### config.mk
export PLATFORM = sky130hd
export DESIGN_NAME = timer_dev_flat
export DESIGN_NICKNAME = d
export VERILOG_FILES = /design/src/rtl/timer_dev_if.sv /design/src/rtl/timer_dev.sv /design/src/flat_wrapper.sv
export SDC_FILE = /design/constraint.sdc
export NUM_CORES = 1
export LEC_CHECK = 0
export ABC_CLOCK_PERIOD_IN_PS = 4200
export CAP_MARGIN = 15
export CORE_MARGIN = 8
export CORE_UTILIZATION = 55
export DETAILED_ROUTE_END_ITERATION = 8
export GPL_TIMING_DRIVEN = 1
export PLACE_DENSITY = 0.91
export SLEW_MARGIN = 5
export SYNTH_ARGS = -nofsm -noshare
export SYNTH_HDL_FRONTEND = slang
export SYNTH_SLANG_ARGS = --single-unit
### constraint.sdc
create_clock -name clk -period 4.2 [get_ports clk]
set_input_delay 1.05 -clock clk [delete_from_list [all_inputs] [get_ports clk]]
set_output_delay 1.05 -clock clk [all_outputs]
set_load 0.01 [all_outputs]
### src/rtl/timer_dev_if.sv
// Bus-side port bundle of the timer: word-select, write strobe, data in/out, interrupt.
// Latency: none of its own; it only carries wires between the bus master and the timer.
// Backpressure: none; every access completes in a single cycle.
interface timer_dev_if;
  logic [1:0]  Addr;
  logic        WE;
  logic [31:0] DIn;
  logic [31:0] DOut;
  logic        IRQ;

  modport master (output Addr, output WE, output DIn, input DOut, input IRQ);
  modport slave  (input Addr, input WE, input DIn, output DOut, output IRQ);
endinterface

### src/rtl/timer_dev.sv
// Down-counting timer with CTRL/PRESET/COUNT registers, one-shot or auto-reload modes, masked IRQ.
// Latency: reads are combinational; writes land at the clock edge; IRQ rises PRESET+2 edges after Enable is written.
// Backpressure: none; the bus can never stall and every write is taken in one cycle.
module timer_dev (
  input  logic        clk,
  input  logic        reset,
  timer_dev_if.slave  bus
);

  typedef enum logic [1:0] {
    IDLE = 2'd0,
    LOAD = 2'd1,
    CNT  = 2'd2,
    INT  = 2'd3
  } state_t;

  state_t      state;
  state_t      state_nxt;
  logic [3:0]  ctrl;      // [0] Enable, [2:1] Mode, [3] IM
  logic [31:0] preset;
  logic [31:0] count;
  logic [31:0] count_nxt;
  logic        pending;
  logic        pending_set;
  logic        pending_clr;
  logic        en_clr;
  logic        ctrl_wr;
  logic        preset_wr;

  assign ctrl_wr   = bus.WE && (bus.Addr == 2'd0);
  assign preset_wr = bus.WE && (bus.Addr == 2'd1);

  // Next-state and counter datapath; COUNT of 0 or 1 both expire so the count never wraps.
  always_comb begin
    state_nxt   = state;
    count_nxt   = count;
    pending_set = 1'b0;
    pending_clr = 1'b0;
    en_clr      = 1'b0;
    case (state)
      IDLE: begin
        if (ctrl[0]) state_nxt = LOAD;
      end
      LOAD: begin
        count_nxt = preset;
        state_nxt = CNT;
      end
      CNT: begin
        if (!ctrl[0]) begin
          state_nxt = IDLE;
        end else if (count > 32'd1) begin
          count_nxt = count - 32'd1;
        end else begin
          count_nxt   = 32'd0;
          pending_set = 1'b1;
          state_nxt   = INT;
        end
      end
      INT: begin
        if (ctrl[2:1] == 2'd1) begin
          pending_clr = 1'b1;
          state_nxt   = LOAD;
        end else begin
          en_clr    = 1'b1;
          state_nxt = IDLE;
        end
      end
      default: state_nxt = IDLE;
    endcase
  end

  // State and COUNT registers.
  always_ff @(posedge clk or negedge reset) begin
    if (!reset) begin
      state <= IDLE;
      count <= 32'd0;
    end else begin
      state <= state_nxt;
      count <= count_nxt;
    end
  end

  // CTRL register; a bus write takes priority over the one-shot Enable clear in the same cycle.
  always_ff @(posedge clk or negedge reset) begin
    if (!reset) begin
      ctrl <= 4'd0;
    end else if (ctrl_wr) begin
      ctrl <= bus.DIn[3:0];
    end else if (en_clr) begin
      ctrl[0] <= 1'b0;
    end
  end

  // PRESET register; only sampled by LOAD, so writing it never disturbs a running count.
  always_ff @(posedge clk or negedge reset) begin
    if (!reset) begin
      preset <= 32'd0;
    end else if (preset_wr) begin
      preset <= bus.DIn;
    end
  end

  // Pending flag; any CTRL write acknowledges it, even against a simultaneous expiry.
  always_ff @(posedge clk or negedge reset) begin
    if (!reset) begin
      pending <= 1'b0;
    end else if (ctrl_wr) begin
      pending <= 1'b0;
    end else if (pending_set) begin
      pending <= 1'b1;
    end else if (pending_clr) begin
      pending <= 1'b0;
    end
  end

  // Zero-latency read mux; reserved word reads as zero.
  always_comb begin
    bus.DOut = 32'd0;
    case (bus.Addr)
      2'd0:    bus.DOut = {28'd0, ctrl};
      2'd1:    bus.DOut = preset;
      2'd2:    bus.DOut = count;
      default: bus.DOut = 32'd0;
    endcase
  end

  assign bus.IRQ = ctrl[3] & pending;

endmodule

### src/flat_wrapper.sv
// flat-port wrapper written by rule: the top's interface ports become plain ports
module timer_dev_flat 
  (clk, reset, bus_Addr, bus_WE, bus_DIn, bus_DOut, bus_IRQ);
  timer_dev_if bus_i ();
  input  logic clk;
  input  logic reset;
  input wire logic [$bits(bus_i.Addr)-1:0] bus_Addr;
  input wire logic [$bits(bus_i.WE)-1:0] bus_WE;
  input wire logic [$bits(bus_i.DIn)-1:0] bus_DIn;
  output wire logic [$bits(bus_i.DOut)-1:0] bus_DOut;
  output wire logic [$bits(bus_i.IRQ)-1:0] bus_IRQ;
  assign bus_i.Addr = bus_Addr;
  assign bus_i.WE = bus_WE;
  assign bus_i.DIn = bus_DIn;
  assign bus_DOut = bus_i.DOut;
  assign bus_IRQ = bus_i.IRQ;
  timer_dev u_core (.clk(clk), .reset(reset), .bus(bus_i));
endmodule
==> results.json, run 1 <==
{
  "status": "completed",
  "hold_viol_final": 0,
  "synth_nets": 415,
  "setup_tns_ns": 0,
  "netlist_instances": 376,
  "routed_wl_mm": 11.0,
  "setup_violations": 0,
  "p_clk_share_pct": 18.4,
  "clockBufferDepth": 2,
  "first_iter_violations": 303,
  "cts_root_buf": "clkbuf_8",
  "final_cell_mix": "dfrtp_1, clkdlybuf4s50_1, mux2_2",
  "worstReg2RegEnd": "u_core.count[2]$_DFFE_PN0P_",
  "die_h_um": 100,
  "port_buffers": 69,
  "die_w_um": 100,
  "antenna_found_initial": 0,
  "power_density_nw_per_um2": 595,
  "synthToLayoutAreaGrowth_pct": 25.3,
  "track_usage_pct": 22.6,
  "initial_core_util_pct": 56.9,
  "p_sw_share_pct": 40.6,
  "worst-setup-path-type": "in -> out",
  "place_congestion": 0.937,
  "cts_inserted_buffers": 9,
  "post_drt_wl_per_cell_um": 20.2,
  "total_power_uw": 2900,
  "hp-class": "reg -> reg",
  "p_seq_share_pct": 42.8,
  "vias_per_cell": 6.58,
  "yosysSeqAreaShare_pct": 45.7,
  "vias": 3572,
  "die-area_um2": 10000,
  "cts.htree.levels": 3,
  "cts_tree": "done",
  "synth_area_per_cell_um2": 10.3,
  "fmax_mhz": 254,
  "hold_end": "u_core.count[27]$_DFFE_PN0P_",
  "yosysWarnings": 0,
  "period_needed_ns": 3.94,
  "post-dp-hpwl_mm": 7.60,
  "ir_worst_vdd_mv": 0.376,
  "grt_max_degree": 33,
  "cap_violations": 0,
  "cts_resized": 0,
  "cts_sinks": 71,
  "grt_pass1_wl_mm": 18.3,
  "firstDrtPassIters": 5,
  "reg2reg_setup_slack_ns": 1.38,
  "row_count": 30,
  "ys_ff_latch": 71,
  "r2r_start": "u_core.count[9]$_DFFE_PN0P_",
  "critical_path_arrival_ns": 2.89,
  "fill_cells": 524,
  "hold_buffers": 0,
  "hold_depth": 1,
  "ys_types": 53,
  "ff2ff_path_depth": 6,
  "diodes": 0,
  "start_kind": "input port",
  "finalNetCount": 481,
  "cts_setup_buffers": 0,
  "mostFrequentLayoutCell": "dfrtp_1",
  "ys.flop_type": "dfrtp_1",
  "drt.antenna.violating_nets": 0,
  "maxSlewHeadroom_pct": 46.1,
  "worst_pin_slew_ns": 0.806,
  "clk_latency_ns": 0.36,
  "timing.final.crit_share_pct": 93.7,
  "drc_errors": 0,
  "crit_fanout": 18,
  "rsz0062_at_grt": "no",
  "drive_above_1_share_pct": 16.6,
  "p_sw_uw": 1180,
  "skew_ns": 0.0152,
  "p_int_uw": 1720,
  "postSynth.asyncResetShare_pct": 100,
  "io_pins": 70,
  "grt_pass1_vias": 3654,
  "holdCritStartpoint": "u_core.preset[27]$_DFFE_PN0P_",
  "drv_slew": 0,
  "synth_edf_count": 0,
  "leakagePower_uw": 0.00195,
  "end_kind": "output pin",
  "grt_overflow_total": 0,
  "combinationalPowerShare_pct": 38.8,
  "synth_area_um2": 3890,
  "clk_pin_slew_ns": 0.08,
  "core-area_um2": 6830,
  "cp.required_ns": 3.15
}
## area by class of cell
class | instances | area, um^2 | area share, %
clock inverter | 2 | 12.5 | 0.257
timing repair buffer | 80 | 768 | 15.8
tap | 96 | 120 | 2.46
multi-input combinational | 272 | 1980 | 40.7
inverter | 8 | 30.0 | 0.616
clock buffer | 14 | 183 | 3.75
sequential | 71 | 1780 | 36.5
## registers in the layout (all words and copies together) (netlist names)
signal and count:
u_core.count 32, u_core.preset 32, u_core.ctrl 4, u_core.state 2, u_core.pending 1
## power groups by stage
stage	clock network, uW	registers, uW	logic [uW]
5_1_grt	571	1270	1230
3_5_place_dp	0	1230	1100
4_1_cts	540	1220	1120
3_3_place_gp	0	1210	1050
2_1_floorplan	0	1110	794
6_report	532	1240	1120
## worst max-delay path: stages
cell	delay (ns)
clkdlybuf4s50_1	0.62
nor2b_2	0.22
buf_4	0.25
a22o_1	0.20
clkdlybuf4s50_1	0.55
## through the flow
stage                     utilization [%]  std cells  setup WS [ns]  hold slack, ns  area, um^2
after floorplan                         -        376          0.897           0.481        3890
after global placement               68.5        527          0.339           0.506        4680
after detailed placement             68.5        527          0.301           0.518        4680
after CTS                            71.3        543          0.284           0.537        4870
after global routing                 71.3        543          0.165           0.557        4870
final                                71.3        543          0.263           0.535        4870
## metal layers
layer,GRT usage [%],routed length (um),share of wire (%),vias up
li1,-,-,-,1585
met5,0,0,0,-
met1,26.9,4330,39,1771
met2,37.1,5440,50,184
met3,6.44,903,8.2,32
met4,10.1,296,2.7,0
## logic make-up (layout without fill, tap and decap cells)
| logic type | after synthesis | after routing | share of synthesized area, % |
|---|---|---|---|
| adder cells (fa/ha/maj) | 2 | 2 | 0.643 |
| flip-flops | 71 | 71 | 45.7 |
| multiplexers | 41 | 41 | 11.7 |
| AO/OA/AOI/OAI | 106 | 106 | 21.2 |
| buffers and inverters | 33 | 104 | 3.44 |
| AND/OR/NAND/NOR | 123 | 123 | 17.4 |
## cells in the mapped netlist (5+ instances only)
master	count	area, um^2
nor2b_1	5	31.3
nor4_1	5	31.3
a22oi_1	15	113
nand3_1	20	100
or4_1	7	52.6
dfrtp_1	71	1780
o211ai_1	6	45.0
a21oi_1	5	25.0
inv_1	8	30.0
a221o_1	5	50.1
or3_1	5	31.3
o311ai_0	6	52.6
clkbuf_1	18	67.6
o21ai_0	16	80.1
a22o_1	30	263
mux2i_1	6	60.1
nand2_1	26	97.6
mux2_2	35	394
nor3_1	10	50.1
nor2_1	20	75.1
## how the worst max path moves through the flow
stage	startpoint	endpoint	slack, ns	cells after the start
2_1_floorplan	bus_Addr[1]	bus_DOut[10]	0.90	5
3_3_place_gp	bus_Addr[0]	bus_DOut[1]	0.34	6
4_1_cts	bus_Addr[0]	bus_DOut[13]	0.28	5
6_report	bus_Addr[0]	bus_DOut[13]	0.26	5
5_1_grt	bus_Addr[0]	bus_DOut[8]	0.17	5
3_5_place_dp	bus_Addr[0]	bus_DOut[1]	0.30	6
No activity file was read; power rests on OpenSTA's default activity.
==> run 2, diff against run 1 <==
--- a/config.mk
+++ b/config.mk
@@ -8,10 +8,10 @@
 export ABC_CLOCK_PERIOD_IN_PS = 4200
 export CAP_MARGIN = 15
 export CORE_MARGIN = 8
-export CORE_UTILIZATION = 55
+export CORE_UTILIZATION = 50
 export DETAILED_ROUTE_END_ITERATION = 8
 export GPL_TIMING_DRIVEN = 1
-export PLACE_DENSITY = 0.91
+export PLACE_DENSITY = 0.85
 export SLEW_MARGIN = 5
 export SYNTH_ARGS = -nofsm -noshare
 export SYNTH_HDL_FRONTEND = slang
==> results.json, run 2 (same netlist as run 1, synthesis figures left out) <==
{
  "grt_overflow_total": 0,
  "use_met1_pct": 24.5,
  "status": "completed",
  "grt_max_degree": 33,
  "ff2ff_path_depth": 6,
  "setup_violations": 0,
  "rsz0062_at_grt": "no",
  "synthToLayoutAreaGrowth_pct": 25.4,
  "hp-class": "reg -> reg",
  "start_kind": "input port",
  "cap_violations": 0,
  "drt.antenna.violating_nets": 0,
  "total_power_uw": 2870,
  "p_seq_share_pct": 42.7,
  "power_density_nw_per_um2": 589,
  "row_count": 32,
  "grt_pass1_vias": 3428,
  "die-area_um2": 10900,
  "leakagePower_uw": 0.00195,
  "post_drt_wl_per_cell_um": 18.8,
  "maxSlewHeadroom_pct": 47.1,
  "cts_sinks": 71,
  "cts_setup_buffers": 0,
  "final_cell_mix": "dfrtp_1, clkdlybuf4s50_1, mux2_2",
  "clk_pin_slew_ns": 0.07,
  "hold_buffers": 0,
  "setup_tns_ns": 0,
  "routed_wl_mm": 10.3,
  "hold_viol_final": 0,
  "antenna_found_initial": 0,
  "multiInputGateArea_um2": 1980,
  "mostFrequentLayoutCell": "dfrtp_1",
  "combinationalPowerShare_pct": 38.2,
  "drive_above_1_share_pct": 16.6,
  "firstDrtPassIters": 5,
  "cts_tree": "done",
  "post-dp-hpwl_mm": 7.29,
  "initial_core_util_pct": 50.9,
  "grt_pass1_wl_mm": 17.5,
  "finalNetCount": 480,
  "track_usage_pct": 19.4,
  "worst-setup-path-type": "in -> out",
  "place_congestion": 0.911,
  "die_h_um": 104,
  "p_clk_share_pct": 19.1,
  "fmax_mhz": 252,
  "vias": 3433,
  "ir_worst_vdd_mv": 0.299,
  "fill_cells": 597,
  "worstReg2RegEnd": "u_core.count[27]$_DFFE_PN0P_",
  "end_kind": "output pin",
  "met3_usage_pct": 3.59,
  "drv_slew": 0,
  "vias_per_cell": 6.26,
  "timing.final.crit_share_pct": 94.6,
  "grt.busiest_layer": "met2",
  "crit_fanout": 14,
  "largestRegisters": "u_core.count x32, u_core.preset x32, u_core.ctrl x4",
  "use_met2_pct": 32.3,
  "hold_slack_ns": 0.536,
  "cp.required_ns": 3.15,
  "cts_root_buf": "clkbuf_8",
  "io_pins": 70,
  "p_sw_share_pct": 39.8,
  "core-area_um2": 7650,
  "holdCritStartpoint": "u_core.preset[7]$_DFFE_PN0P_",
  "port_buffers": 69,
  "hold_end": "u_core.count[7]$_DFFE_PN0P_",
  "cts.htree.levels": 3,
  "first_iter_violations": 207,
  "r2r_start": "u_core.count[6]$_DFFE_PN0P_",
  "cts_inserted_buffers": 9,
  "p_sw_uw": 1140,
  "p_int_uw": 1730,
  "hold_depth": 2,
  "diodes": 0,
  "drc_errors": 0,
  "regArea_um2": 1780,
  "cts_resized": 0,
  "skew_ns": 0.00990,
  "worst_pin_slew_ns": 0.792,
  "clockBufferDepth": 2,
  "clk_latency_ns": 0.35,
  "die_w_um": 104,
  "period_needed_ns": 3.97,
  "reg2reg_setup_slack_ns": 1.41,
  "critical_path_arrival_ns": 2.92
}
[run 2: changes by cell type in the layout (fill, tap and decap cells not counted)]
| cell | delta |
|---|---|
| buf_4 | -1 |
| bufinv_16 | +1 |
| clkbuf_8 | -3 |
| clkbuf_1 | -1 |
| clkinv_2 | +2 |
| clkinvlp_4 | +1 |
[run 2: layout make-up]
cell class	count	area share, %
clock buffers	10	2.82
clock inverters	6	1.23
inverters	8	0.616
multi-input cells	272	40.7
flip-flops and latches	71	36.4
well taps	102	2.62
repair buffers	79	15.6
[run 2: worst max path at each step]
stage                start           end  slack, ns
6_report       bus_Addr[1]  bus_DOut[13]       0.23
5_1_grt        bus_Addr[1]  bus_DOut[13]       0.17
4_1_cts        bus_Addr[1]  bus_DOut[13]       0.22
3_5_place_dp   bus_Addr[1]  bus_DOut[13]       0.23
3_3_place_gp   bus_Addr[1]  bus_DOut[13]       0.27
2_1_floorplan  bus_Addr[1]  bus_DOut[10]       0.90
[run 2: worst max-delay path: stages]
cell and delay (ns):
clkdlybuf4s50_1 0.67, nor2b_2 0.23, buf_4 0.22, a22o_1 0.20, clkdlybuf4s50_1 0.55
[run 2: through the flow]
| step | cell area, um^2 | instances | util (%) | setup slack, ns |
|---|---|---|---|---|
| floorplan | 3890 | 376 | - | 0.897 |
| global placement | 4680 | 532 | 61.2 | 0.265 |
| detailed placement | 4680 | 532 | 61.2 | 0.235 |
| CTS | 4880 | 548 | 63.8 | 0.225 |
| global route | 4880 | 548 | 63.8 | 0.174 |
| finish | 4880 | 548 | 63.8 | 0.228 |
[run 2: per-layer routing]
layer	vias to the layer above	routed length [um]
met4	0	152
met1	1687	4380
met3	13	673
li1	1580	-
met5	-	0
met2	153	5110
[run 2: power groups by stage]
stage | sequential, uW | combinational (uW) | clock (uW)
CTS | 1220 | 1090 | 556
detailed placement | 1230 | 1080 | 0
global route | 1270 | 1210 | 584
floorplan | 1110 | 794 | 0
global placement | 1220 | 1060 | 0
finish | 1230 | 1100 | 547
